[config.mk]
export PLATFORM = sky130hd
export DESIGN_NAME = sha256_host_sequencer
export DESIGN_NICKNAME = d
export VERILOG_FILES = /design/src/rtl/sha256_pkg.sv /design/src/rtl/sha256_host_sequencer_req.sv /design/src/rtl/sha256_host_sequencer.sv
export SDC_FILE = /design/constraint.sdc
export NUM_CORES = 1
export LEC_CHECK = 0
export CORE_MARGIN = 4
export CORE_UTILIZATION = 49
export DETAILED_ROUTE_END_ITERATION = 8
export PLACE_DENSITY = 0.84
export SLEW_MARGIN = 20
export SYNTH_ARGS = -nofsm -noshare
export SYNTH_HDL_FRONTEND = slang
export SYNTH_SLANG_ARGS = --single-unit
[constraint.sdc]
create_clock -name clk -period 2.08 [get_ports clk]
set_input_delay 0.624 -clock clk [delete_from_list [all_inputs] [get_ports clk]]
set_output_delay 0.624 -clock clk [all_outputs]
set_load 0.02 [all_outputs]
[src/rtl/sha256_pkg.sv]
// rtl/sha256_pkg.sv - shared state encoding and transfer constants for the SHA-256 host sequencer
package sha256_pkg;
  localparam int BLK_HW   = 32;
  localparam int DIG_HW   = 16;
  localparam bit HI_FIRST = 1'b1;

  typedef enum logic [2:0] {
    S_IDLE,
    S_INIT,
    S_WAIT_WORD,
    S_LOAD_HI,
    S_LOAD_LO,
    S_FETCH,
    S_DONE,
    S_ERR
  } state_e;
endpackage

[src/rtl/sha256_host_sequencer_req.sv]
// rtl/sha256_host_sequencer_req.sv - generic four-phase requester with ack timeout
module sha256_4ph_req #(
  parameter int TIMEOUT = 1023
) (
  input  logic clk,
  input  logic rst_n,
  input  logic en,
  input  logic ack,
  output logic req,
  output logic ack_rise,
  output logic hs_done,
  output logic timeout
);
  localparam int CW = $clog2(TIMEOUT + 1);

  logic          rel_q, rel_d;
  logic [CW-1:0] cnt_q, cnt_d;

  always_ff @(posedge clk or negedge rst_n) begin
    if (!rst_n) begin
      rel_q <= 1'b0;
      cnt_q <= '0;
    end else begin
      rel_q <= rel_d;
      cnt_q <= cnt_d;
    end
  end

  // The wait counter restarts at each phase change, so every ack edge gets a full budget.
  always_comb begin
    rel_d    = rel_q;
    cnt_d    = cnt_q;
    req      = 1'b0;
    ack_rise = 1'b0;
    hs_done  = 1'b0;
    timeout  = 1'b0;
    if (!en) begin
      rel_d = 1'b0;
      cnt_d = '0;
    end else if (!rel_q) begin
      req = 1'b1;
      if (ack) begin
        ack_rise = 1'b1;
        rel_d    = 1'b1;
        cnt_d    = '0;
      end else if (cnt_q == CW'(TIMEOUT - 1)) begin
        timeout = 1'b1;
        cnt_d   = '0;
      end else begin
        cnt_d = cnt_q + 1'b1;
      end
    end else begin
      if (!ack) begin
        hs_done = 1'b1;
        rel_d   = 1'b0;
        cnt_d   = '0;
      end else if (cnt_q == CW'(TIMEOUT - 1)) begin
        timeout = 1'b1;
        cnt_d   = '0;
      end else begin
        cnt_d = cnt_q + 1'b1;
      end
    end
  end
endmodule

[src/rtl/sha256_host_sequencer.sv]
// rtl/sha256_host_sequencer.sv - streams message words into the SHA-256 core and reads back the digest
module sha256_host_sequencer
  import sha256_pkg::*;
#(
  parameter int ACK_TIMEOUT = 1023
) (
  input  logic        clk,
  input  logic        rst_n,
  input  logic        start,
  input  logic        msg_valid,
  input  logic [31:0] msg_data,
  input  logic        msg_last,
  output logic        msg_ready,
  output logic        sha_init,
  output logic        sha_load,
  output logic        sha_fetch,
  output logic [15:0] sha_idata,
  input  logic        sha_ack,
  input  logic [15:0] sha_odata,
  output logic        dig_valid,
  output logic [15:0] dig_data,
  output logic [3:0]  dig_idx,
  output logic        busy,
  output logic        done,
  output logic        err
);
  localparam int HW_W = $clog2(BLK_HW);

  state_e            state_q, state_d;
  logic [HW_W-1:0]   hw_cnt_q, hw_cnt_d;
  logic [3:0]        dig_cnt_q, dig_cnt_d;
  logic              final_q, final_d;
  logic [31:0]       hold_q, hold_d;
  logic              dig_valid_q, dig_valid_d;
  logic [15:0]       dig_data_q, dig_data_d;
  logic [3:0]        dig_idx_q, dig_idx_d;
  logic              req_en, req, req_ack, req_done, req_to;
  logic [15:0]       first_hw, second_hw;

  sha256_4ph_req #(.TIMEOUT(ACK_TIMEOUT)) u_req (
    .clk      (clk),
    .rst_n    (rst_n),
    .en       (req_en),
    .ack      (sha_ack),
    .req      (req),
    .ack_rise (req_ack),
    .hs_done  (req_done),
    .timeout  (req_to)
  );

  assign req_en    = (state_q == S_LOAD_HI) || (state_q == S_LOAD_LO) || (state_q == S_FETCH);
  assign first_hw  = HI_FIRST ? hold_q[31:16] : hold_q[15:0];
  assign second_hw = HI_FIRST ? hold_q[15:0]  : hold_q[31:16];
  assign busy      = !((state_q == S_IDLE) || (state_q == S_DONE) || (state_q == S_ERR));
  assign done      = (state_q == S_DONE);
  assign err       = (state_q == S_ERR);
  assign dig_valid = dig_valid_q;
  assign dig_data  = dig_data_q;
  assign dig_idx   = dig_idx_q;

  always_ff @(posedge clk or negedge rst_n) begin
    if (!rst_n) begin
      state_q     <= S_IDLE;
      hw_cnt_q    <= '0;
      dig_cnt_q   <= '0;
      final_q     <= 1'b0;
      hold_q      <= '0;
      dig_valid_q <= 1'b0;
      dig_data_q  <= '0;
      dig_idx_q   <= '0;
    end else begin
      state_q     <= state_d;
      hw_cnt_q    <= hw_cnt_d;
      dig_cnt_q   <= dig_cnt_d;
      final_q     <= final_d;
      hold_q      <= hold_d;
      dig_valid_q <= dig_valid_d;
      dig_data_q  <= dig_data_d;
      dig_idx_q   <= dig_idx_d;
    end
  end

  always_comb begin
    state_d     = state_q;
    hw_cnt_d    = hw_cnt_q;
    dig_cnt_d   = dig_cnt_q;
    final_d     = final_q;
    hold_d      = hold_q;
    dig_valid_d = 1'b0;
    dig_data_d  = dig_data_q;
    dig_idx_d   = dig_idx_q;
    msg_ready   = 1'b0;
    sha_init    = 1'b0;
    sha_load    = 1'b0;
    sha_fetch   = 1'b0;
    sha_idata   = '0;
    case (state_q)
      S_IDLE, S_DONE, S_ERR: begin
        if (start) begin
          state_d   = S_INIT;
          hw_cnt_d  = '0;
          dig_cnt_d = '0;
          final_d   = 1'b0;
        end
      end
      S_INIT: begin
        sha_init = 1'b1;
        state_d  = S_WAIT_WORD;
      end
      S_WAIT_WORD: begin
        msg_ready = 1'b1;
        if (msg_valid) begin
          hold_d  = msg_data;
          final_d = final_q | msg_last;
          state_d = S_LOAD_HI;
        end
      end
      S_LOAD_HI: begin
        sha_load  = req;
        sha_idata = first_hw;
        if (req_to) begin
          state_d = S_ERR;
        end else if (req_done) begin
          hw_cnt_d = hw_cnt_q + 1'b1;
          state_d  = S_LOAD_LO;
        end
      end
      S_LOAD_LO: begin
        sha_load  = req;
        sha_idata = second_hw;
        if (req_to) begin
          state_d = S_ERR;
        end else if (req_done) begin
          hw_cnt_d = hw_cnt_q + 1'b1;
          // A full non-final block simply rolls into the next one without re-init.
          state_d  = ((hw_cnt_q == HW_W'(BLK_HW - 1)) && final_q) ? S_FETCH : S_WAIT_WORD;
        end
      end
      S_FETCH: begin
        sha_fetch = req;
        if (req_ack) begin
          dig_valid_d = 1'b1;
          dig_data_d  = sha_odata;
          dig_idx_d   = dig_cnt_q;
        end
        if (req_to) begin
          state_d = S_ERR;
        end else if (req_done) begin
          dig_cnt_d = dig_cnt_q + 1'b1;
          state_d   = (dig_cnt_q == 4'(DIG_HW - 1)) ? S_DONE : S_FETCH;
        end
      end
      default: state_d = S_IDLE;
    endcase
  end
endmodule
==> summary by stage <==
Synthesis
In this run, synthesis inferred 0 flip-flops with an integrated enable. Counting every net in the synthesized netlist gives 358. Synthesis instantiated 51 different standard cells from the library. The proportion of synthesized flip-flops having asynchronous set or reset is 1.000. The average instance area after synthesis is about 13 um^2.

The synthesized design contains 77 register bits. In the synthesized netlist the dominant register cell turns out to be sky130_fd_sc_hd__dfrtp_1. The count of mapped cells out of synthesis is 298. During synthesis, Yosys emitted a total of 0 warnings. The post-synth design cell area is around 3700 um^2. For this run, the register share of the synthesized area comes to 0.5157.

Die
The site row count is 31. The area of the core is ~7300 um^2. The area of the die is roughly 9100 um^2. During I/O placement, the number of pins put on the boundary was 98. The width of the die is 95.32 um.

The initial cell density of the core is 0.5096. The die height is 95.32 um.

Detailed routing
For this run, design rule violations remaining after detail routing come to 0. Using the TritonRoute via totals, the vias-per-cell ratio works out to 5.383. The pre-antenna-repair detailed-routing pass consisted of 5 iterations. For this block, the initial DRC count from the detailed router was 150. After detailed routing, the average wire length per cell comes to between 15 and 20 um.

The number of vias in the routed layout is roughly 2800. After detailed routing, the total wire length is approximately 8800 um. The count of nets left with antenna violations once routing finished came out at 0.

CTS
The number of clock sinks is 77. The number of buffers on the longest clock path is 2. After clock tree synthesis, the clock-pin slew on the worst setup and hold paths is around 80 ps. Clock tree synthesis selected as its root buffer the cell sky130_fd_sc_hd__clkbuf_8.

The TritonCTS clock tree is done. The H-tree depth is 3. The clock latency of the later-clocked register in the worst-skew pair is around 350 ps. The number of buffers added by the clock tree synthesis step is 9.

Cells and area
The count of cells in the finished layout, fillers not included, comes to roughly 530. 0 antenna diodes ended up in the layout. Of the cells placed in the final design, the portion with a size suffix greater than 1 is 0.3357.

At the end of the flow the core is filled with cells to 0.7245. Relative to the synthesized area, the layout overhead comes to 42.16%. After the last flow step, the layout net total stands at a little under 500.

Critical path
The largest individual stage delay along the critical path comes from the cell sky130_fd_sc_hd__dfrtp_1. The worst-path maximum fanout is 10. STA puts the critical path data required time at approximately 1500 ps. The worst setup path is launched from a register. The path type of the worst setup path is register to primary output. The worst setup path is captured at a primary output. The signal on the critical path passes through and3b_4, buf_12, a22o_1, buf_6. STA puts the critical path data arrival time at 1600 ps. The largest single stage delay on the critical path is about 420 ps.

Global route
In the global route stage, met2 resource usage came out at 0.3318. For this run, global-route usage on met1 was measured as 0.2690. The via count of the first global-routing pass is 2924. The remaining global-route overflow is 0. The initial antenna violation count is 0. The global-route wire length before repair is between 10000 and 15000 um.

The global routing stage identified its most utilized layer as met2. Entering global routing, the biggest net connects 33 pins. The global routing usage on met3 is 0.05130.

The global-route total usage across every layer is 0.2056.

Placed design
The count of input and output buffers is 97. The HPWL after detailed placement is approximately 6300 um. The post-placement cell count is 506. At the end of routability-driven placement, the weighted congestion stood at about 0.93.

Run status
The run finished, with violations left. The checks that failed: setup timing.

Min path
The type of the tightest min-delay check is input pin to async pin.

Power
VDD sags by at most ~0.73 mV. Summing internal, switching and leakage power gives 6.777 mW. Power spread over the standard cell area amounts to between 1000 and 1500 nW/um^2. The cell leakage power is approximately 2.4 nW.

Timing
Subtracting the final worst setup slack from the clock period gives about 2200 ps. The max-slew violation total from the final report was 0. Setup repair after global routing could not meet its margin everywhere. The final critical-path share of the clock period is 1.070. The number of endpoints failing setup at the final stage is 17. Setup slack on the critical path of the routed design comes to -145.3 ps. The relative max-transition margin is 0.7515.

The timing-limited maximum frequency is about 450 MHz. The number of hold violations in the final report is 0. The worst clock skew is approximately 8.6 ps. For the pin with the worst max-slew slack, the measured transition is 372.8 ps.

Run
The number of maximum-capacitance violations is 0.
[worst max-delay path, delay by kind of cell (launching register included)]
family	cells	cell delay, ps
AND/OR/NAND/NOR	1	380
AO/OA/AOI/OAI	1	170
buffers and inverters	2	280
flip-flops	1	420
[cell usage after synthesis (all sizes together), types with 4 or more instances]
cell type | count | share of area
a21o | 4 | 0.0080
a21oi | 10 | 0.014
a22o | 16 | 0.038
buf | 13 | 0.027
dfrtp | 77 | 0.52
ha | 6 | 0.020
inv | 5 | 0.0050
mux2 | 52 | 0.18
nand2 | 21 | 0.024
nand3 | 7 | 0.013
nor2 | 25 | 0.028
nor3 | 5 | 0.0080
o21ai | 13 | 0.019
xnor2 | 4 | 0.0094
xor2 | 5 | 0.012
[layer usage]
metal	wire length, um	vias to the layer above	part of all wire
li1	-	1329	-
met1	3644	1379	0.41
met2	4378	111	0.50
met3	595	23	0.068
met4	172	0	0.020
met5	0	-	0
[cell usage in the layout, fill, tap and decap left out, types with 12 or more instances in the layout]
cell type                         count
sky130_fd_sc_hd__clkdlybuf4s50_1     73
sky130_fd_sc_hd__nor2_1              20
sky130_fd_sc_hd__buf_6               26
sky130_fd_sc_hd__mux2_2              31
sky130_fd_sc_hd__nand2_1             19
sky130_fd_sc_hd__clkbuf_8            12
sky130_fd_sc_hd__dfrtp_1             75
sky130_fd_sc_hd__a22o_1              16
sky130_fd_sc_hd__buf_4               23
sky130_fd_sc_hd__mux2_4              19
[report_power, final]
| group | internal, mW | switching [mW] | total (mW) |
|---|---|---|---|
| registers | 2.02 | 0.360 | 2.38 |
| clock network | 0.657 | 0.544 | 1.20 |
| logic | 1.74 | 1.45 | 3.20 |
[state kept, by name (all words and copies together) (netlist names)]
name,flops
dig_valid,1
dig_idx,4
hw_cnt_q,5
dig_cnt_q,4
u_req.cnt_q,10
state_q,3
dig_data,16
u_req.rel_q,1
final_q,1
hold_q,32
[final timing paths]
kind,from,end,slack (ps),depth (start not counted)
max reg2reg,state_q[2],state_q[0],160,8
min,rst_n,dig_idx[1],180,1
min reg2reg,hold_q[5],hold_q[5],510,1
min in group clk,hold_q[5],hold_q[5],510,1
max,state_q[2],sha_idata[11],-150,4
max in group asynchronous,rst_n,hold_q[10],1280,2
[stage by stage]
| stage | instance area, um^2 | setup WS, ps | hold WS [ps] | TNS (ps) |
|---|---|---|---|---|
| 6_report | 5311 | -145.3 | 183.7 | -1907 |
| 5_1_grt | 5311 | -204.1 | 192.7 | -3062 |
| 4_1_cts | 5281 | -135.5 | 184.8 | -1859 |
| 3_5_place_dp | 4981 | -231.7 | 492.0 | -5365 |
| 3_3_place_gp | 4981 | -174.4 | 470.5 | -3560 |
| 2_1_floorplan | 3736 | 63.06 | 328.4 | 0 |
[cell families (layout without fill, tap and decap cells)]
kind of cell,after synthesis,count (layout),share of synthesized area
buffers and inverters,19,150,0.03315
multiplexers,53,53,0.1785
AND/OR/NAND/NOR,78,78,0.1142
AO/OA/AOI/OAI,56,56,0.1172
flip-flops,77,77,0.5157
XOR/XNOR,9,9,0.02110
adder cells (fa/ha/maj),6,6,0.02009
[layout make-up]
cell class	count	area (um^2)
inverters	5	18.77
fillers	480	2019
clock inverters	4	53.80
repair buffers	129	1306
multi-input cells	202	1714
clock buffers	12	165.2
flip-flops and latches	77	1929
well taps	99	123.9
[repair_timing]
action / 4_1_cts / 5_1_grt
gates cloned: 1 / 0
pin swaps: 11 / 5
hold endpoints to repair: 0 / 0
hold buffers: 0 / 0
setup buffers: 4 / 1
endpoints found under the setup margin: 23 / 22
resized for setup: 136 / 12
No activity file was read; power rests on OpenSTA's default activity.
